===== src/rtl/commu_pkg.sv =====
// Shared constants and the packed word type of the capture path.
// Also used by the modulator datapath, so the word layout must stay stable.
package commu_pkg;

  localparam int COMMU_DATA_W = 8;
  localparam int COMMU_BEATS  = 4;
  localparam int COMMU_DEPTH  = 4;
  localparam int COMMU_CNT_W  = $clog2(COMMU_BEATS + 1);

  typedef struct packed {
    logic [COMMU_CNT_W-1:0]              cnt;
    logic [COMMU_DATA_W*COMMU_BEATS-1:0] data;
  } commu_word_t;

endpackage


===== src/rtl/commu_pack_if.sv =====
// Beat input, packed-word output and status bundle of commu_pack.
// slave is the packer's view, master is the driver/consumer view.
interface commu_pack_if
  import commu_pkg::*;
#(
  parameter int DATA_W = COMMU_DATA_W,
  parameter int BEATS  = COMMU_BEATS,
  parameter int DEPTH  = COMMU_DEPTH
);

  logic                         wr_en;
  logic [DATA_W-1:0]            ext_data;
  logic                         last;
  logic                         ready;
  logic                         clr_ovf;
  logic [DATA_W*BEATS-1:0]      cov_data;
  logic [$clog2(BEATS+1)-1:0]   cov_cnt;
  logic                         valid;
  logic                         overflow;
  logic [$clog2(DEPTH+1)-1:0]   level;

  modport master (
    output wr_en, ext_data, last, ready, clr_ovf,
    input  cov_data, cov_cnt, valid, overflow, level
  );

  modport slave (
    input  wr_en, ext_data, last, ready, clr_ovf,
    output cov_data, cov_cnt, valid, overflow, level
  );

endinterface


===== src/rtl/commu_fifo.sv =====
// Synchronous word FIFO; head is combinational from storage, no bypass.
// A push while full is accepted only when a pop happens on the same edge.
module commu_fifo #(
  parameter int WIDTH = 8,
  parameter int DEPTH = 4
) (
  input  logic                       clk,
  input  logic                       rst,
  input  logic                       push,
  input  logic [WIDTH-1:0]           din,
  input  logic                       pop,
  output logic [WIDTH-1:0]           dout,
  output logic                       empty,
  output logic                       full,
  output logic [$clog2(DEPTH+1)-1:0] level
);

  localparam int AW = $clog2(DEPTH);
  localparam int LW = $clog2(DEPTH + 1);

  logic [WIDTH-1:0] mem_q [DEPTH];
  logic [AW-1:0]    wr_ptr_q, wr_ptr_d, rd_ptr_q, rd_ptr_d;
  logic [LW-1:0]    level_q, level_d;
  logic             do_push, do_pop;

  assign empty   = (level_q == '0);
  assign full    = (level_q == LW'(DEPTH));
  assign do_pop  = pop && !empty;
  assign do_push = push && (!full || do_pop);

  always_comb begin
    wr_ptr_d = wr_ptr_q;
    rd_ptr_d = rd_ptr_q;
    level_d  = level_q;
    if (do_push) wr_ptr_d = wr_ptr_q + AW'(1);
    if (do_pop)  rd_ptr_d = rd_ptr_q + AW'(1);
    case ({do_push, do_pop})
      2'b10:   level_d = level_q + LW'(1);
      2'b01:   level_d = level_q - LW'(1);
      default: level_d = level_q;
    endcase
  end

  always_ff @(posedge clk) begin
    if (!rst) begin
      wr_ptr_q <= '0;
      rd_ptr_q <= '0;
      level_q  <= '0;
    end else begin
      wr_ptr_q <= wr_ptr_d;
      rd_ptr_q <= rd_ptr_d;
      level_q  <= level_d;
    end
  end

  // Storage needs no reset: occupancy alone decides what is readable.
  always_ff @(posedge clk) begin
    if (do_push) mem_q[wr_ptr_q] <= din;
  end

  assign dout  = mem_q[rd_ptr_q];
  assign level = level_q;

endmodule


===== src/rtl/commu_pack.sv =====
// Packs BEATS input beats (or a partial frame ended by last) into one word and queues it.
// Head word appears the cycle after completion; full FIFO without a pop drops the word (sticky overflow).
module commu_pack
  import commu_pkg::*;
#(
  parameter int DATA_W    = COMMU_DATA_W,
  parameter int BEATS     = COMMU_BEATS,
  parameter int DEPTH     = COMMU_DEPTH,
  parameter bit LSB_FIRST = 1'b1
) (
  input  logic         clk,
  input  logic         rst,
  commu_pack_if.slave  bus
);

  localparam int WW = DATA_W * BEATS;
  localparam int IW = $clog2(BEATS);
  localparam int CW = $clog2(BEATS + 1);

  logic [IW-1:0]    idx_q, idx_d, slot;
  logic [WW-1:0]    pack_q, pack_d, word_asm;
  logic             ovf_q, ovf_d;
  logic             complete, pop, drop;
  logic [CW-1:0]    cnt;
  logic [CW+WW-1:0] fifo_dout;
  logic             fifo_empty, fifo_full;

  assign slot = LSB_FIRST ? idx_q : (IW'(BEATS - 1) - idx_q);

  always_comb begin
    word_asm = pack_q;
    for (int b = 0; b < BEATS; b++) begin
      if (IW'(b) == slot) word_asm[b*DATA_W +: DATA_W] = bus.ext_data;
    end
  end

  assign complete = bus.wr_en && ((idx_q == IW'(BEATS - 1)) || bus.last);
  assign cnt      = CW'(idx_q) + CW'(1);
  assign pop      = bus.ready && !fifo_empty;
  assign drop     = complete && fifo_full && !pop;

  always_comb begin
    idx_d  = idx_q;
    pack_d = pack_q;
    if (bus.wr_en) begin
      if (complete) begin
        idx_d  = '0;
        pack_d = '0;
      end else begin
        idx_d  = idx_q + IW'(1);
        pack_d = word_asm;
      end
    end
  end

  // A fresh drop outranks a clear in the same cycle.
  assign ovf_d = drop || (ovf_q && !bus.clr_ovf);

  always_ff @(posedge clk) begin
    if (!rst) begin
      idx_q  <= '0;
      pack_q <= '0;
      ovf_q  <= 1'b0;
    end else begin
      idx_q  <= idx_d;
      pack_q <= pack_d;
      ovf_q  <= ovf_d;
    end
  end

  commu_fifo #(
    .WIDTH (CW + WW),
    .DEPTH (DEPTH)
  ) u_fifo (
    .clk   (clk),
    .rst   (rst),
    .push  (complete),
    .din   ({cnt, word_asm}),
    .pop   (bus.ready),
    .dout  (fifo_dout),
    .empty (fifo_empty),
    .full  (fifo_full),
    .level (bus.level)
  );

  assign bus.valid    = !fifo_empty;
  assign bus.cov_data = fifo_empty ? '0 : fifo_dout[WW-1:0];
  assign bus.cov_cnt  = fifo_empty ? '0 : fifo_dout[CW+WW-1:WW];
  assign bus.overflow = ovf_q;

endmodule


===== src/flat_wrapper.sv =====
// flat-port wrapper written by rule: the top's interface ports become plain ports
module commu_pack_flat import commu_pkg::*;
#(
  parameter int DATA_W    = COMMU_DATA_W,
  parameter int BEATS     = COMMU_BEATS,
  parameter int DEPTH     = COMMU_DEPTH,
  parameter bit LSB_FIRST = 1'b1
)
  (clk, rst, bus_wr_en, bus_ext_data, bus_last, bus_ready, bus_clr_ovf, bus_cov_data, bus_cov_cnt, bus_valid, bus_overflow, bus_level);
  commu_pack_if #(.DATA_W(DATA_W), .BEATS(BEATS), .DEPTH(DEPTH)) bus_i ();
  input  logic clk;
  input  logic rst;
  input wire logic [$bits(bus_i.wr_en)-1:0] bus_wr_en;
  input wire logic [$bits(bus_i.ext_data)-1:0] bus_ext_data;
  input wire logic [$bits(bus_i.last)-1:0] bus_last;
  input wire logic [$bits(bus_i.ready)-1:0] bus_ready;
  input wire logic [$bits(bus_i.clr_ovf)-1:0] bus_clr_ovf;
  output wire logic [$bits(bus_i.cov_data)-1:0] bus_cov_data;
  output wire logic [$bits(bus_i.cov_cnt)-1:0] bus_cov_cnt;
  output wire logic [$bits(bus_i.valid)-1:0] bus_valid;
  output wire logic [$bits(bus_i.overflow)-1:0] bus_overflow;
  output wire logic [$bits(bus_i.level)-1:0] bus_level;
  assign bus_i.wr_en = bus_wr_en;
  assign bus_i.ext_data = bus_ext_data;
  assign bus_i.last = bus_last;
  assign bus_i.ready = bus_ready;
  assign bus_i.clr_ovf = bus_clr_ovf;
  assign bus_cov_data = bus_i.cov_data;
  assign bus_cov_cnt = bus_i.cov_cnt;
  assign bus_valid = bus_i.valid;
  assign bus_overflow = bus_i.overflow;
  assign bus_level = bus_i.level;
  commu_pack #(.DATA_W(DATA_W), .BEATS(BEATS), .DEPTH(DEPTH), .LSB_FIRST(LSB_FIRST)) u_core (.clk(clk), .rst(rst), .bus(bus_i));
endmodule

===== config.mk =====
export PLATFORM = sky130hd
export DESIGN_NAME = commu_pack_flat
export DESIGN_NICKNAME = d
export VERILOG_FILES = /design/src/rtl/commu_pkg.sv /design/src/rtl/commu_pack_if.sv /design/src/rtl/commu_fifo.sv /design/src/rtl/commu_pack.sv /design/src/flat_wrapper.sv
export SDC_FILE = /design/constraint.sdc
export NUM_CORES = 1
export LEC_CHECK = 0
export CAP_MARGIN = 20
export CORE_AREA = 4 4 163 165
export DETAILED_ROUTE_END_ITERATION = 8
export DIE_AREA = 0 0 167 169
export SLEW_MARGIN = 20
export SYNTH_ARGS = -nofsm -noshare
export SYNTH_HDL_FRONTEND = slang
export SYNTH_SLANG_ARGS = --single-unit

===== constraint.sdc =====
create_clock -name clk -period 3.37 [get_ports clk]
set_input_delay 0.5055 -clock clk [delete_from_list [all_inputs] [get_ports clk]]
set_output_delay 0.5055 -clock clk [all_outputs]
set_load 0.01 [all_outputs]

==> flow_summary.toml <==
[synth]
synth_warnings = 0
postSynthRegisterBits = 184
syn-mean-instance-area_um2 = 16.4
synth.largest_area_cell = "sky130_fd_sc_hd__edfxtp_1"
synth.area.top_cells = "sky130_fd_sc_hd__edfxtp_1, sky130_fd_sc_hd__dfxtp_1, sky130_fd_sc_hd__mux4_2"
synth_largest_type_area_fraction = 0.565
netlist_instances = 453
seq_area_frac_synth = 0.684
netlist-cell-type-count = 32
synthesis.area_mm2 = 0.00744
syn_nets = 476

[pwr]
static-leakage-power_nw = 2.95
clock_power_share = 0.301
power_report.internal_total_mw = 4.51
pwr-share-seq = 0.425
combinational_power_share = 0.274
finalPower_mw = 6.09
vdd_drop_max_mv = 0.362
power.share.switching = 0.260
power_switching_mw = 1.58
p_per_area_mw_per_mm2 = 683

[cells_and_area]
number_of_nets_in_the_finished_design = 533
insertedDiodeCount = 0
area_growth_pct = 20.0
fillerInstances = 2362
final_common_cell = "sky130_fd_sc_hd__edfxtp_1"
multiInputGateArea_mm2 = 0.00220
utilization = 0.356
ff_latch_area_mm2 = 0.00509
share_of_layout_cells_above_drive_strength_1 = 0.213
layout.cells.most_common_list = "sky130_fd_sc_hd__edfxtp_1, sky130_fd_sc_hd__clkdlybuf4s50_1, sky130_fd_sc_hd__dfxtp_1"

[routing]
drc = 0
drt_pre_antenna_iters = 5
violation_count_after_the_first_detailed_routing_iteration = 316
route.final.wire_length_um = 15200
per_cell_via_count_in_the_routed_design = 4.64
wl_per_cell_um = 17.9
via_count = 3949
drtAntennaViolNets = 0

[setup_path]
reg2regPathDepth = 8
origin_of_the_critical_flop_to_flop_path = "u_core.idx_q[0]"
critical_path.reg2reg.endpoint = "u_core.u_fifo.level[2]"
worstPathMaxFanout = 23
timing_worst_setup_path_type = "flop to output port"
worstPathArrival_ps = 2390
worstPathRequired_ps = 2860
reg2reg_setup_slack_ps = 980
endpoint_kind = "output port"
crit_path_start_kind = "flop"

[global_routing]
global_route.usage.met3 = 0.0313
grt_pass1_wl_um = 23800
grt_overflow = 0
grt_start_max_net_pins = 53
first_global_vias = 4170
groute.usage.overall = 0.110
use_met2 = 0.179
met1_usage = 0.142
antenna_found_initial = 0
routing_layer_with_the_top_usage_in_global_route = "met2"

[worst_hold_path]
holdPathEnd = "u_core.pack_q[28]"
min_delay_path_class = "flop to flop"
min_from = "u_core.pack_q[28]"
hold_depth = 1

[sta]
setup_tns_ps = 0
upper_clock_frequency_limit_mhz = 346
hold-worst-slack_ps = 476
pins_over_their_slew_limit = 0
finalCriticalPeriod_ps = 2890
clock_skew_ps = 6.76
unrepaired_setup_endpoints_after_global_routing = "no"
timing_worst_slew_pin_value_ps = 607
setup-violations-final = 0
maxSlewHeadroom = 0.590
timing.final.hold_violations = 0
min_period_over_period = 0.858

[floorplanning]
die_height_um = 169
initial_core_util = 0.297
design.portCount = 54
core-area_mm2 = 0.0250
full_die_area_mm2 = 0.0282
die_width_um = 167
fp-row-count = 58

[flow_run]
cap_viol_max_count = 0

[run_status]
outcome = "finished clean"

[cts]
tritoncts = "done"
cts_root_buf = "sky130_fd_sc_hd__clkbuf_16"
cts_sink_count = 184
clock_tree.htree_level_count = 4
post_cts_buffers = 0
cts-resized-gates = 0
clk_path_buf_depth = 2
cts-buffers-inserted = 17
clock_insertion_delay_worst_skew_ps = 420
clkTransAtPathRegs_ps = 60
hold_buffers = 0

[placement]
place_hpwl_um = 9660
rd_place_congestion = 0.735
numPortBuffers = 53
==> final cells by class <==
cell class              count  area share
multi-input cells         233       0.246
inverters                   8     0.00337
flip-flops and latches    184       0.570
clock inverters            11      0.0122
well taps                 330      0.0463
clock buffers              19      0.0485
repair buffers             66      0.0732
==> sequential cells by signal (all words and copies together), names as in the netlist, named ones only <==
| signal | count |
|---|---|
| u_core.u_fifo.wr_ptr_q | 2 |
| u_core.u_fifo.level | 3 |
| u_core.bus.overflow | 1 |
| u_core.pack_q | 32 |
| u_core.u_fifo.rd_ptr_q | 2 |
| u_core.u_fifo.mem_q | 140 |
| u_core.idx_q | 2 |
==> synthesized netlist by cell type, drive strengths merged <==
cell type,count
nand4,1
a21oi,3
dfxtp,44
xor2,2
buf,11
ha,8
o21ai,1
inv,8
a21boi,1
or3,1
nor4b,1
nor2,32
clkbuf,17
xnor2,1
mux2,33
nand2,5
a31oi,24
nor2b,24
nand2b,3
mux2i,3
nor3b,1
a2111o,1
or2b,1
and3,8
mux4,35
nand3,4
and2,39
edfxtp,140
fa,1
==> per-layer routing <==
metal | routed length (um) | vias to the layer above
met2 | 7360 | 93
met4 | 279 | 0
li1 | - | 1821
met1 | 6950 | 2012
met5 | 0 | -
met3 | 656 | 23
==> metrics by stage <==
step / cells / cell area, um^2 / setup slack, ps
floorplan: 453 / 7440 / 812
global placement: 821 / 8380 / 721
detailed placement: 821 / 8380 / 638
CTS: 851 / 8920 / 396
global route: 851 / 8920 / 335
finish: 851 / 8920 / 477
==> worst max path at each step <==
stage | start | end | depth (start not counted)
2_1_floorplan | u_core.idx_q[1] | u_core.u_fifo.mem_q[1][0] | 5
3_3_place_gp | bus_last | u_core.u_fifo.level[2] | 8
3_5_place_dp | bus_last | u_core.u_fifo.level[2] | 8
4_1_cts | flop | bus_cov_data[23] | 4
5_1_grt | flop | bus_cov_data[23] | 4
6_report | flop | bus_cov_data[23] | 4
==> logic make-up after synthesis <==
family / share of synthesized area
AOI/OAI and AO/OA: 0.0259
xor gates and xnor gates: 0.00353
adders and majority gates: 0.0162
buffers and inverters: 0.0207
DFF: 0.684
muxes: 0.160
and+or+nand+nor: 0.0899
==> critical path, cell delays in order, from the launching register on <==
cell and delay (ps):
sky130_fd_sc_hd__dfxtp_2 470, sky130_fd_sc_hd__buf_12 270, sky130_fd_sc_hd__mux4_2 560, sky130_fd_sc_hd__and2_1 180, sky130_fd_sc_hd__clkdlybuf4s50_1 480
==> power groups by stage <==
stage	clock (mW)	combinational (mW)	sequential, mW
after floorplan	0	0.972	2.61
after global placement	0	1.72	2.63
after detailed placement	0	1.73	2.64
after CTS	1.87	1.74	2.59
after global routing	1.96	1.83	2.60
final	1.83	1.67	2.59
(Power assumes the default switching activity.)
